**src/rtl/icache_axi_refill_pkg.sv**
```systemverilog
// Shared types and AXI constants for the icache refill path.
// Holds the default line geometry, the refill FSM state type and the line type.
package icache_axi_pkg;

  localparam int LINE_WORDS = 8;

  localparam logic [1:0] BURST_INCR = 2'b01;
  localparam logic [2:0] SIZE_4B    = 3'b010;
  localparam logic [1:0] RESP_OKAY  = 2'b00;

  typedef enum logic [1:0] {
    IDLE = 2'd0,
    ADDR = 2'd1,
    DATA = 2'd2,
    DONE = 2'd3
  } state_t;

  typedef logic [31:0] line_t [LINE_WORDS];

endpackage

```
**src/rtl/icache_axi_refill_if.sv**
```systemverilog
// AXI4 read-only bundle (AR and R channels) between the refill engine and the interconnect.
// The master modport belongs to the refill engine; the slave modport to memory.
interface icache_axi_refill_if;

  logic [3:0]  arid;
  logic [31:0] araddr;
  logic [7:0]  arlen;
  logic [2:0]  arsize;
  logic [1:0]  arburst;
  logic        arvalid;
  logic        arready;

  logic [3:0]  rid;
  logic [31:0] rdata;
  logic [1:0]  rresp;
  logic        rlast;
  logic        rvalid;
  logic        rready;

  modport master (
    output arid, araddr, arlen, arsize, arburst, arvalid,
    input  arready,
    input  rid, rdata, rresp, rlast, rvalid,
    output rready
  );

  modport slave (
    input  arid, araddr, arlen, arsize, arburst, arvalid,
    output arready,
    output rid, rdata, rresp, rlast, rvalid,
    input  rready
  );

endinterface

```
**src/rtl/icache_axi_refill.sv**
```systemverilog
// Line refill: one AXI INCR burst of LINE_WORDS beats per request, line returned with a one-cycle gnt.
// Zero-wait latency is 10 cycles; AR stalls and R gaps each add one cycle, with no combinational input-to-output path.
module icache_axi_refill #(
  parameter int          LINE_WORDS = icache_axi_pkg::LINE_WORDS,
  parameter logic [3:0]  AXI_ID     = 4'd0
) (
  input  logic                clk,
  input  logic                rst,
  input  logic                req_valid,
  input  logic [31:0]         req_addr,
  output logic                gnt,
  output logic [31:0]         line_data [LINE_WORDS],
  output logic                err,
  icache_axi_refill_if.master axi
);

  import icache_axi_pkg::*;

  localparam int             CW         = $clog2(LINE_WORDS);
  localparam int             OFS        = CW + 2;
  localparam logic [CW-1:0]  LAST_BEAT  = CW'(LINE_WORDS - 1);
  localparam logic [31:0]    ALIGN_MASK = ~((32'd1 << OFS) - 32'd1);

  state_t        state, state_nxt;
  logic [CW-1:0] cnt;
  logic [31:0]   addr_q;
  logic          err_q;
  logic          beat;
  logic          beat_bad;
  logic          unused_rid;

  assign axi.arid    = AXI_ID;
  assign axi.arlen   = 8'(LINE_WORDS - 1);
  assign axi.arsize  = SIZE_4B;
  assign axi.arburst = BURST_INCR;
  assign axi.araddr  = addr_q;
  assign err         = err_q;

  // Only one burst is ever in flight, so the returned ID carries no information.
  assign unused_rid  = ^axi.rid;

  always_ff @(posedge clk or posedge rst) begin
    if (rst) state <= IDLE;
    else     state <= state_nxt;
  end

  always_comb begin
    state_nxt   = state;
    axi.arvalid = 1'b0;
    axi.rready  = 1'b0;
    gnt         = 1'b0;
    case (state)
      IDLE: if (req_valid) state_nxt = ADDR;
      ADDR: begin
        axi.arvalid = 1'b1;
        if (axi.arready) state_nxt = DATA;
      end
      DATA: begin
        axi.rready = 1'b1;
        if (axi.rvalid && cnt == LAST_BEAT) state_nxt = DONE;
      end
      DONE: begin
        gnt       = 1'b1;
        state_nxt = IDLE;
      end
      default: state_nxt = IDLE;
    endcase
  end

  assign beat = (state == DATA) && axi.rvalid;

  // Framing is judged against our own beat count; the burst ends on count, not on rlast.
  assign beat_bad = (axi.rresp != RESP_OKAY)
                  || ( axi.rlast && cnt != LAST_BEAT)
                  || (!axi.rlast && cnt == LAST_BEAT);

  always_ff @(posedge clk or posedge rst) begin
    if (rst) begin
      addr_q <= '0;
      cnt    <= '0;
      err_q  <= 1'b0;
      for (int i = 0; i < LINE_WORDS; i++) line_data[i] <= '0;
    end else begin
      if (state == IDLE && req_valid) begin
        addr_q <= req_addr & ALIGN_MASK;
        cnt    <= '0;
        err_q  <= 1'b0;
      end
      if (beat) begin
        line_data[cnt] <= axi.rdata;
        cnt            <= cnt + 1'b1;
        err_q          <= err_q | beat_bad;
      end
    end
  end

endmodule

```
**src/flat_wrapper.sv**
```systemverilog
// flat-port wrapper written by rule: the top's interface ports become plain ports
module icache_axi_refill_flat import icache_axi_pkg::*;
#(
  parameter int          LINE_WORDS = icache_axi_pkg::LINE_WORDS,
  parameter logic [3:0]  AXI_ID     = 4'd0
)
  (clk, rst, req_valid, req_addr, gnt, line_data, err, axi_arid, axi_araddr, axi_arlen, axi_arsize, axi_arburst, axi_arvalid, axi_arready, axi_rid, axi_rdata, axi_rresp, axi_rlast, axi_rvalid, axi_rready);
  icache_axi_refill_if axi_i ();
  input  logic clk;
  input  logic rst;
  input  logic req_valid;
  input  logic [31:0] req_addr;
  output logic gnt;
  output logic [31:0] line_data[LINE_WORDS];
  output logic err;
  output wire logic [$bits(axi_i.arid)-1:0] axi_arid;
  output wire logic [$bits(axi_i.araddr)-1:0] axi_araddr;
  output wire logic [$bits(axi_i.arlen)-1:0] axi_arlen;
  output wire logic [$bits(axi_i.arsize)-1:0] axi_arsize;
  output wire logic [$bits(axi_i.arburst)-1:0] axi_arburst;
  output wire logic [$bits(axi_i.arvalid)-1:0] axi_arvalid;
  input wire logic [$bits(axi_i.arready)-1:0] axi_arready;
  input wire logic [$bits(axi_i.rid)-1:0] axi_rid;
  input wire logic [$bits(axi_i.rdata)-1:0] axi_rdata;
  input wire logic [$bits(axi_i.rresp)-1:0] axi_rresp;
  input wire logic [$bits(axi_i.rlast)-1:0] axi_rlast;
  input wire logic [$bits(axi_i.rvalid)-1:0] axi_rvalid;
  output wire logic [$bits(axi_i.rready)-1:0] axi_rready;
  assign axi_arid = axi_i.arid;
  assign axi_araddr = axi_i.araddr;
  assign axi_arlen = axi_i.arlen;
  assign axi_arsize = axi_i.arsize;
  assign axi_arburst = axi_i.arburst;
  assign axi_arvalid = axi_i.arvalid;
  assign axi_i.arready = axi_arready;
  assign axi_i.rid = axi_rid;
  assign axi_i.rdata = axi_rdata;
  assign axi_i.rresp = axi_rresp;
  assign axi_i.rlast = axi_rlast;
  assign axi_i.rvalid = axi_rvalid;
  assign axi_rready = axi_i.rready;
  icache_axi_refill #(.LINE_WORDS(LINE_WORDS), .AXI_ID(AXI_ID)) u_core (.clk(clk), .rst(rst), .req_valid(req_valid), .req_addr(req_addr), .gnt(gnt), .line_data(line_data), .err(err), .axi(axi_i));
endmodule
```
**config.mk**
```make
export PLATFORM = sky130hd
export DESIGN_NAME = icache_axi_refill_flat
export DESIGN_NICKNAME = d
export VERILOG_FILES = /design/src/rtl/icache_axi_refill_pkg.sv /design/src/rtl/icache_axi_refill_if.sv /design/src/rtl/icache_axi_refill.sv /design/src/flat_wrapper.sv
export SDC_FILE = /design/constraint.sdc
export NUM_CORES = 1
export LEC_CHECK = 0
export ABC_AREA = 1
export CORE_AREA = 5 5 145 147
export DETAILED_ROUTE_END_ITERATION = 6
export DIE_AREA = 0 0 150 152
export DONT_BUFFER_PORTS = 1
export PLACE_DENSITY = 0.83
export SLEW_MARGIN = 30
export SYNTH_ARGS = -nofsm -noshare
export SYNTH_HDL_FRONTEND = slang
export SYNTH_SLANG_ARGS = --single-unit
```
**constraint.sdc**
```tcl
create_clock -name clk -period 15.5 [get_ports clk]
set_input_delay 1.55 -clock clk [delete_from_list [all_inputs] [get_ports clk]]
set_output_delay 1.55 -clock clk [all_outputs]
set_load 0.05 [all_outputs]
```
==> results of run 1 <==
-- layout make-up --
cell class | instances | area share (%)
tap | 270 | 2.681
sequential | 289 | 57.39
clock inverter | 16 | 1.748
clock buffer | 39 | 6.633
multi-input combinational | 924 | 29.99
inverter | 17 | 0.6057
timing repair buffer | 15 | 0.9532
-- metrics by stage --
| step | utilization (%) | instances |
|---|---|---|
| after floorplan | - | 1355 |
| after global placement | 58.29 | 1515 |
| after detailed placement | 58.29 | 1515 |
| after CTS | 63.63 | 1570 |
| after global routing | 63.71 | 1570 |
| final | 63.71 | 1570 |
-- power groups by stage --
stage	Combinational [mW]	Sequential [mW]	Clock, mW
after floorplan	0.369	2.13	0
after global placement	0.402	2.23	0
after detailed placement	0.434	2.24	0
after CTS	0.434	2.22	0.765
after global routing	0.502	2.25	0.797
final	0.432	2.22	0.756
-- metal layers --
layer / track usage [%] / up-vias
li1: - / 3943
met1: 35.92 / 4330
met2: 47.06 / 533
met3: 8.758 / 94
met4: 10.07 / 0
met5: 0 / -
-- cells in the final DEF, fill, tap and decap left out, types with 3 or more instances in the layout --
cell type	Yosys	final
nand2_1	722	722
dfrtp_1	289	289
nand3_1	159	159
clkbuf_16	0	31
conb_1	2	22
buf_4	30	13
inv_1	13	12
clkinv_2	0	9
ha_1	6	5
bufinv_16	0	5
clkbuf_1	31	5
nor2_4	1	4
o21ai_0	3	3
inv_2	3	3
clkbuf_8	0	3
-- worst register-to-register path: cells and delay by family, from the launching register on --
kind	cells	cell delay [ps]
adder cells (fa/ha/maj)	1	700
buffers and inverters	4	1730
flip-flops	1	420
AND/OR/NAND/NOR	5	1120
-- cell usage after synthesis (all sizes together) --
| library cell | number | area share [%] |
|---|---|---|
| nand4 | 2 | 0.11 |
| buf | 94 | 4.7 |
| clkbuf | 31 | 1.0 |
| dfrtp | 289 | 62 |
| nand3 | 160 | 6.9 |
| conb | 2 | 0.065 |
| ha | 6 | 0.65 |
| nor2 | 7 | 0.38 |
| o21a | 1 | 0.065 |
| clkinv | 1 | 0.032 |
| o21ai | 3 | 0.13 |
| nand2 | 723 | 23 |
| inv | 16 | 0.52 |
-- cell families after synthesis --
kind of cell / Yosys count / share of synthesized area [%]
simple gates: 892 / 30.75
flops: 289 / 62.14
buf+inv: 142 / 6.214
fa+ha+maj: 6 / 0.6450
compound gates: 4 / 0.1935
other cells: 2 / 0.06453
-- worst paths after layout --
kind / from / slack (ps) / endpoint
worst max-delay path: u_core.state[0]$_DFFE_PP0P_ / 11420 / u_core.line_data[187]$_DFFE_PP0P_
worst min-delay path: u_core.state[1]$_DFFE_PP0P_ / 550 / u_core.state[1]$_DFFE_PP0P_
worst max register to register: u_core.state[0]$_DFFE_PP0P_ / 11420 / u_core.line_data[187]$_DFFE_PP0P_
worst min register to register: u_core.state[1]$_DFFE_PP0P_ / 550 / u_core.state[1]$_DFFE_PP0P_
max in group asynchronous: rst / 13320 / u_core.line_data[212]$_DFFE_PP0P_
min in group asynchronous: rst / 930 / u_core.line_data[132]$_DFFE_PP0P_
-- state kept, by name, summed over array words and instances (netlist names) --
signal / cells
u_core.state: 2
u_core.err: 1
u_core.line_data: 256
u_core.axi.araddr: 27
u_core.cnt: 3
==> run_results.csv, run 1 <==
group,metric,value,unit
power_and_ir_drop,power_density,270.6,nW/um^2
worst_setup_path,critPathRequiredTime,15920,ps
power_and_ir_drop,switchingPower,1.802,mW
detailed_routing,first_iter_violations,776,
status,status,"finished, final reports clean",
clock_tree,clkSlewWorstSetupHoldPaths,60,ps
clock_tree,insertion_delay,540,ps
detailed_routing,ant_nets,0,
final_layout,drive_gt1_share,6.000,%
power_and_ir_drop,power,3.410,mW
synthesis,syn_inst,1335,
detailed_routing,wl,33260,um
worst_setup_path,cpMaxStageDelayCell,"buf_4",
worst_setup_path,cp_max_fo,79,
placement,place_ws,11310,ps
power_and_ir_drop,ir_drop,0.0001522,V
synthesis,yosys_warnings,0,
final_layout,ff_latch_area,7232,sq um
global_routing,antenna_found_initial,0,
timing,finalCritPeriodShare,26.30,%
clock_tree,cts_tree,"built",
worst_setup_path,crit_type,"reg2reg",
placement,place_hpwl,22000,um
hold_path,whs_path_depth,2,
power_and_ir_drop,seq_power_share,65.2,%
detailed_routing,drcViolationCount,0,
power_and_ir_drop,p_int,1.608,mW
worst_setup_path,path_delay_family,"buffers and inverters",
timing,period_minus_slack,4076,ps
final_layout,nets,1359,
floorplan,die_y,152,um
flow_run,maxCapViolCount,0,
final_layout,multi_input_area,3779,sq um
floorplan,ios,385,
detailed_routing,dr_wl_met3,3960,um
floorplan,die_w,150,um
detailed_routing,post_drt_wl_per_cell,21.18,um
worst_setup_path,path_cells,"inv_1 > ha_1 > nand2_2 > nor2_4 > buf_4 > buf_4 > nand2_1 > buf_4 > nand2_1 > nand2_1",
timing,hold_viol_final,0,
global_routing,grt-ovfl-total,0,
synthesis,synth_area,11640,sq um
timing,hold_ws,549.2,ps
timing,finalMaxSlewViolations,0,
worst_setup_path,cp.buffers_inverters,4,
clock_tree,clk_path_buf_depth,3,
global_routing,grt_first_pass_wirelength,51210,um
worst_setup_path,worstSetupStartpointType,"flip-flop",
timing,fin_skew,8.982,ps
floorplan,die_area,22800,sq um
power_and_ir_drop,combPwrFrac,12.7,%
clock_tree,ctsResizeCount,0,
detailed_routing,top_layer,"met4",
timing,slew-limit-headroom,36.64,%
clock_tree,clockRootBuffer,"clkbuf_16",
floorplan,initial_core_util,58.84,%
detailed_routing,drt-met1-wl,11800,um
worst_setup_path,r2r_cells,10,
final_layout,syn_to_final_growth,8.267,%
detailed_routing,via_per_inst,5.669,
floorplan,core_area,19780,sq um
timing,final-setup-viol-count,0,
detailed_routing,drtPass1Iterations,5,
global_routing,grt_max_degree,140,
timing,tns,0,ps
final_layout,nFillCells,1608,
timing,tightest_slew,948.1,ps
clock_tree,clock_sinks,289,
synthesis,synth_cell_types,20,
synthesis,yosys_register_bits,289,
placement,routabilityCongestion,0.8320,
synthesis,yosysSeqAreaShare,62.14,%
detailed_routing,vias,8900,
clock_tree,cts_hold_buffers,0,
global_routing,grt_use_total,28.57,%
global_routing,grt_pass1_vias,8676,
hold_path,hold_path.class,"reg2reg",
floorplan,rows,52,
worst_setup_path,cpPeakStageDelay,760,ps
clock_tree,cts_setup_buffers,0,
timing,fmax,0.2453,GHz
clock_tree,numCtsBuffers,30,
power_and_ir_drop,p_sw_share,52.84,%
timing,worst_slack,11420,ps
final_layout,final_area,12600,sq um
power_and_ir_drop,clock_power_share,22.2,%
placement,place_area,11530,sq um
synthesis,synth.avg_cell_area,8.718,sq um
timing,rsz0062_at_grt,"false",
placement,portBuffers,0,
detailed_routing,dr_wl_met2,16310,um
worst_setup_path,cp.depth,10,
worst_setup_path,end_kind,"flip-flop",
final_layout,antennaDiodeCount,0,
worst_setup_path,worst_ep_arrival_time,4500,ps
power_and_ir_drop,total_leakage_power,7.089,nW
clock_tree,h-tree-depth,1,
Note: power is estimated with default switching activity, not from simulation.
==> run 2: changes to the inputs <==
--- a/config.mk
+++ b/config.mk
@@ -6,9 +6,9 @@
 export NUM_CORES = 1
 export LEC_CHECK = 0
 export ABC_AREA = 1
-export CORE_AREA = 5 5 145 147
+export CORE_MARGIN = 5
+export CORE_UTILIZATION = 57
 export DETAILED_ROUTE_END_ITERATION = 6
-export DIE_AREA = 0 0 150 152
 export DONT_BUFFER_PORTS = 1
 export PLACE_DENSITY = 0.83
 export SLEW_MARGIN = 30
==> constraint.sdc (replaced) <==
create_clock -name clk -period 3.3 [get_ports clk]
set_input_delay 0.33 -clock clk [delete_from_list [all_inputs] [get_ports clk]]
set_output_delay 0.33 -clock clk [all_outputs]
set_load 0.05 [all_outputs]
==> run 2 against run 1 <==
Clock power rose to 4.2 times the previous value; maximum frequency rose by 67%; routed wire length rose by 11%; die area rose by 2.5%; final cell count rose by 5.9%; first-iteration DRC count rose by 22%; combinational power rose to 5.5 times the previous value; largest cell class unchanged.
==> run_results.csv, run 2 (synthesis results as in run 1) <==
group,metric,value,unit
status,status,"finished, final reports clean",
final_layout,final_cells,1663,
timing,period_minus_slack,2439,ps
final_layout,drive_gt1_share,6.030,%
flow_run,maxCapViolCount,0,
global_routing,grt_max_degree,76,
worst_setup_path,path_cells,"inv_1 > ha_1 > buf_4 > nand3_2 > nor2_2 > buf_4 > nand2_1 > nand2_1",
clock_tree,ctsResizeCount,0,
worst_setup_path,r2r_slack,860,ps
worst_setup_path,worstSetupStartpointType,"flip-flop",
final_layout,layout_common_cells,"nand2_1, dfrtp_1, nand3_1",
detailed_routing,drtPass1Iterations,6,
final_layout,top_register,"u_core.line_data",
final_layout,antennaDiodeCount,0,
timing,tightest_slew,942.2,ps
timing,finalCritPeriodShare,73.92,%
timing,tns,0,ps
power_and_ir_drop,total_leakage_power,7.390,nW
clock_tree,insertion_delay,530,ps
detailed_routing,via_per_inst,5.689,
timing,slew-limit-headroom,37.04,%
clock_tree,cts_tree,"built",
worst_setup_path,cp_max_fo,21,
final_layout,largest_reg_flops,256,
final_layout,final_common_cell,"nand2_1",
detailed_routing,first_iter_violations,946,
floorplan,initial_core_util,57.70,%
floorplan,rows,52,
placement,dp_cells,1526,
placement,place_hpwl,23190,um
clock_tree,clkSlewWorstSetupHoldPaths,60,ps
global_routing,grt_use_total,31.00,%
power_and_ir_drop,ir_drop,0.0006530,V
floorplan,die_y,152.9,um
global_routing,grt_pass1_vias,9759,
timing,final-setup-viol-count,0,
worst_setup_path,critPathRequiredTime,3760,ps
final_layout,syn_to_final_growth,15.75,%
hold_path,hold_path_end,"u_core.err$_DFFE_PP0P_",
clock_tree,h-tree-depth,1,
floorplan,die_w,152.9,um
detailed_routing,ant_nets,0,
power_and_ir_drop,power_density,1189,nW/um^2
detailed_routing,drcViolationCount,0,
worst_setup_path,cpPeakStageDelay,550,ps
timing,hold_viol_final,0,
clock_tree,clock_sinks,289,
hold_path,whs_path_depth,3,
hold_path,hp-start,"axi_rresp[0]",
global_routing,grt_first_pass_wirelength,57740,um
timing,finalMaxSlewViolations,0,
worst_setup_path,timing.rr.end,"u_core.line_data[92]$_DFFE_PP0P_",
timing,rsz0062_at_grt,"false",
clock_tree,clockRootBuffer,"clkbuf_16",
worst_setup_path,rr_startpoint,"u_core.state[0]$_DFFE_PP0P_",
final_layout,nets,1456,
worst_setup_path,cpMaxStageDelayCell,"nor2_2",
placement,portBuffers,0,
clock_tree,numCtsBuffers,28,
clock_tree,clk_path_buf_depth,3,
global_routing,grt-ovfl-total,0,
worst_setup_path,end_kind,"flip-flop",
hold_path,hold_path.class,"in2reg",
floorplan,ios,385,
global_routing,antenna_found_initial,1,
detailed_routing,post_drt_wl_per_cell,22.16,um
placement,routabilityCongestion,0.8487,
worst_setup_path,r2r_cells,8,
worst_setup_path,worst_ep_arrival_time,2900,ps
floorplan,die_area,23380,sq um
timing,fin_skew,9.590,ps
timing,fmax,0.4099,GHz
detailed_routing,vias,9461,
floorplan,core_area,20170,sq um
detailed_routing,wl,36850,um
worst_setup_path,crit_type,"reg2reg",
run 2: cell count changes in the layout (fill, tap and decap cells not counted), moves of 3 or more:
cell / before / now
dlygate4sd3_1: 0 / 88
buf_4: 13 / 22
clkbuf_8: 3 / 9
clkinv_2: 9 / 4
buf_12: 0 / 4
bufinv_16: 5 / 1
clkinvlp_4: 0 / 3
run 2: final cells by class:
class	count	area, sq um
sequential	289	7232
clock buffer	42	864.6
multi-input combinational	924	3779
fill	1449	6698
tap	270	337.8
inverter	17	67.56
clock inverter	7	65.06
timing repair buffer	114	1126
run 2: repair_timing:
item | CTS | global route
hold endpoints to repair | 306 | 0
hold buffers | 88 | 0
setup buffers | 0 | 0
run 2: worst max-delay path by stage:
stage,to,startpoint,depth (start not counted)
after floorplan,u_core.axi.araddr[10]$_DFFE_PP0P_,rst,1
after global placement,u_core.line_data[78]$_DFFE_PP0P_,u_core.state[0]$_DFFE_PP0P_,8
after detailed placement,u_core.line_data[139]$_DFFE_PP0P_,u_core.state[0]$_DFFE_PP0P_,9
after CTS,u_core.line_data[92]$_DFFE_PP0P_,u_core.state[0]$_DFFE_PP0P_,8
after global routing,u_core.line_data[83]$_DFFE_PP0P_,u_core.state[0]$_DFFE_PP0P_,8
final,u_core.line_data[92]$_DFFE_PP0P_,u_core.state[0]$_DFFE_PP0P_,8
run 2: where the power goes:
part | leakage [nW] | total [mW] | switching (mW) | internal (mW)
registers | 3.86 | 10.5 | 5.73 | 4.74
clock network | 0.457 | 3.19 | 1.31 | 1.88
logic | 3.08 | 2.36 | 1.58 | 0.781
run 2: per-stage QoR:
stage               util, %  hold WS (ps)  total power, mW  setup WS (ps)  cell area, sq um
global placement      57.80         356.5            12.40           1023             11660
global route          66.79         57.19            16.67          719.3             13470
CTS                   66.78         15.06            15.97          925.3             13470
floorplan                 -         468.5            11.76         -863.2             11720
finish                66.79         41.63            16.02          860.5             13470
detailed placement    57.80         360.6            12.60          967.3             11660
run 2: critical path, delay by kind of cell (launching register included):
family	cells	cell delay, ps
adders and majority gates	1	200
buffers and inverters	3	760
DFF	1	420
and+or+nand+nor	4	960
run 2: layer usage:
metal / track usage [%] / wire length, um / share of wire, %
met5: 0 / 7 / 0.019
met4: 10.52 / 1227 / 3.3
met3: 10.69 / 4387 / 12
met2: 51.51 / 18050 / 49
met1: 38.27 / 13180 / 36
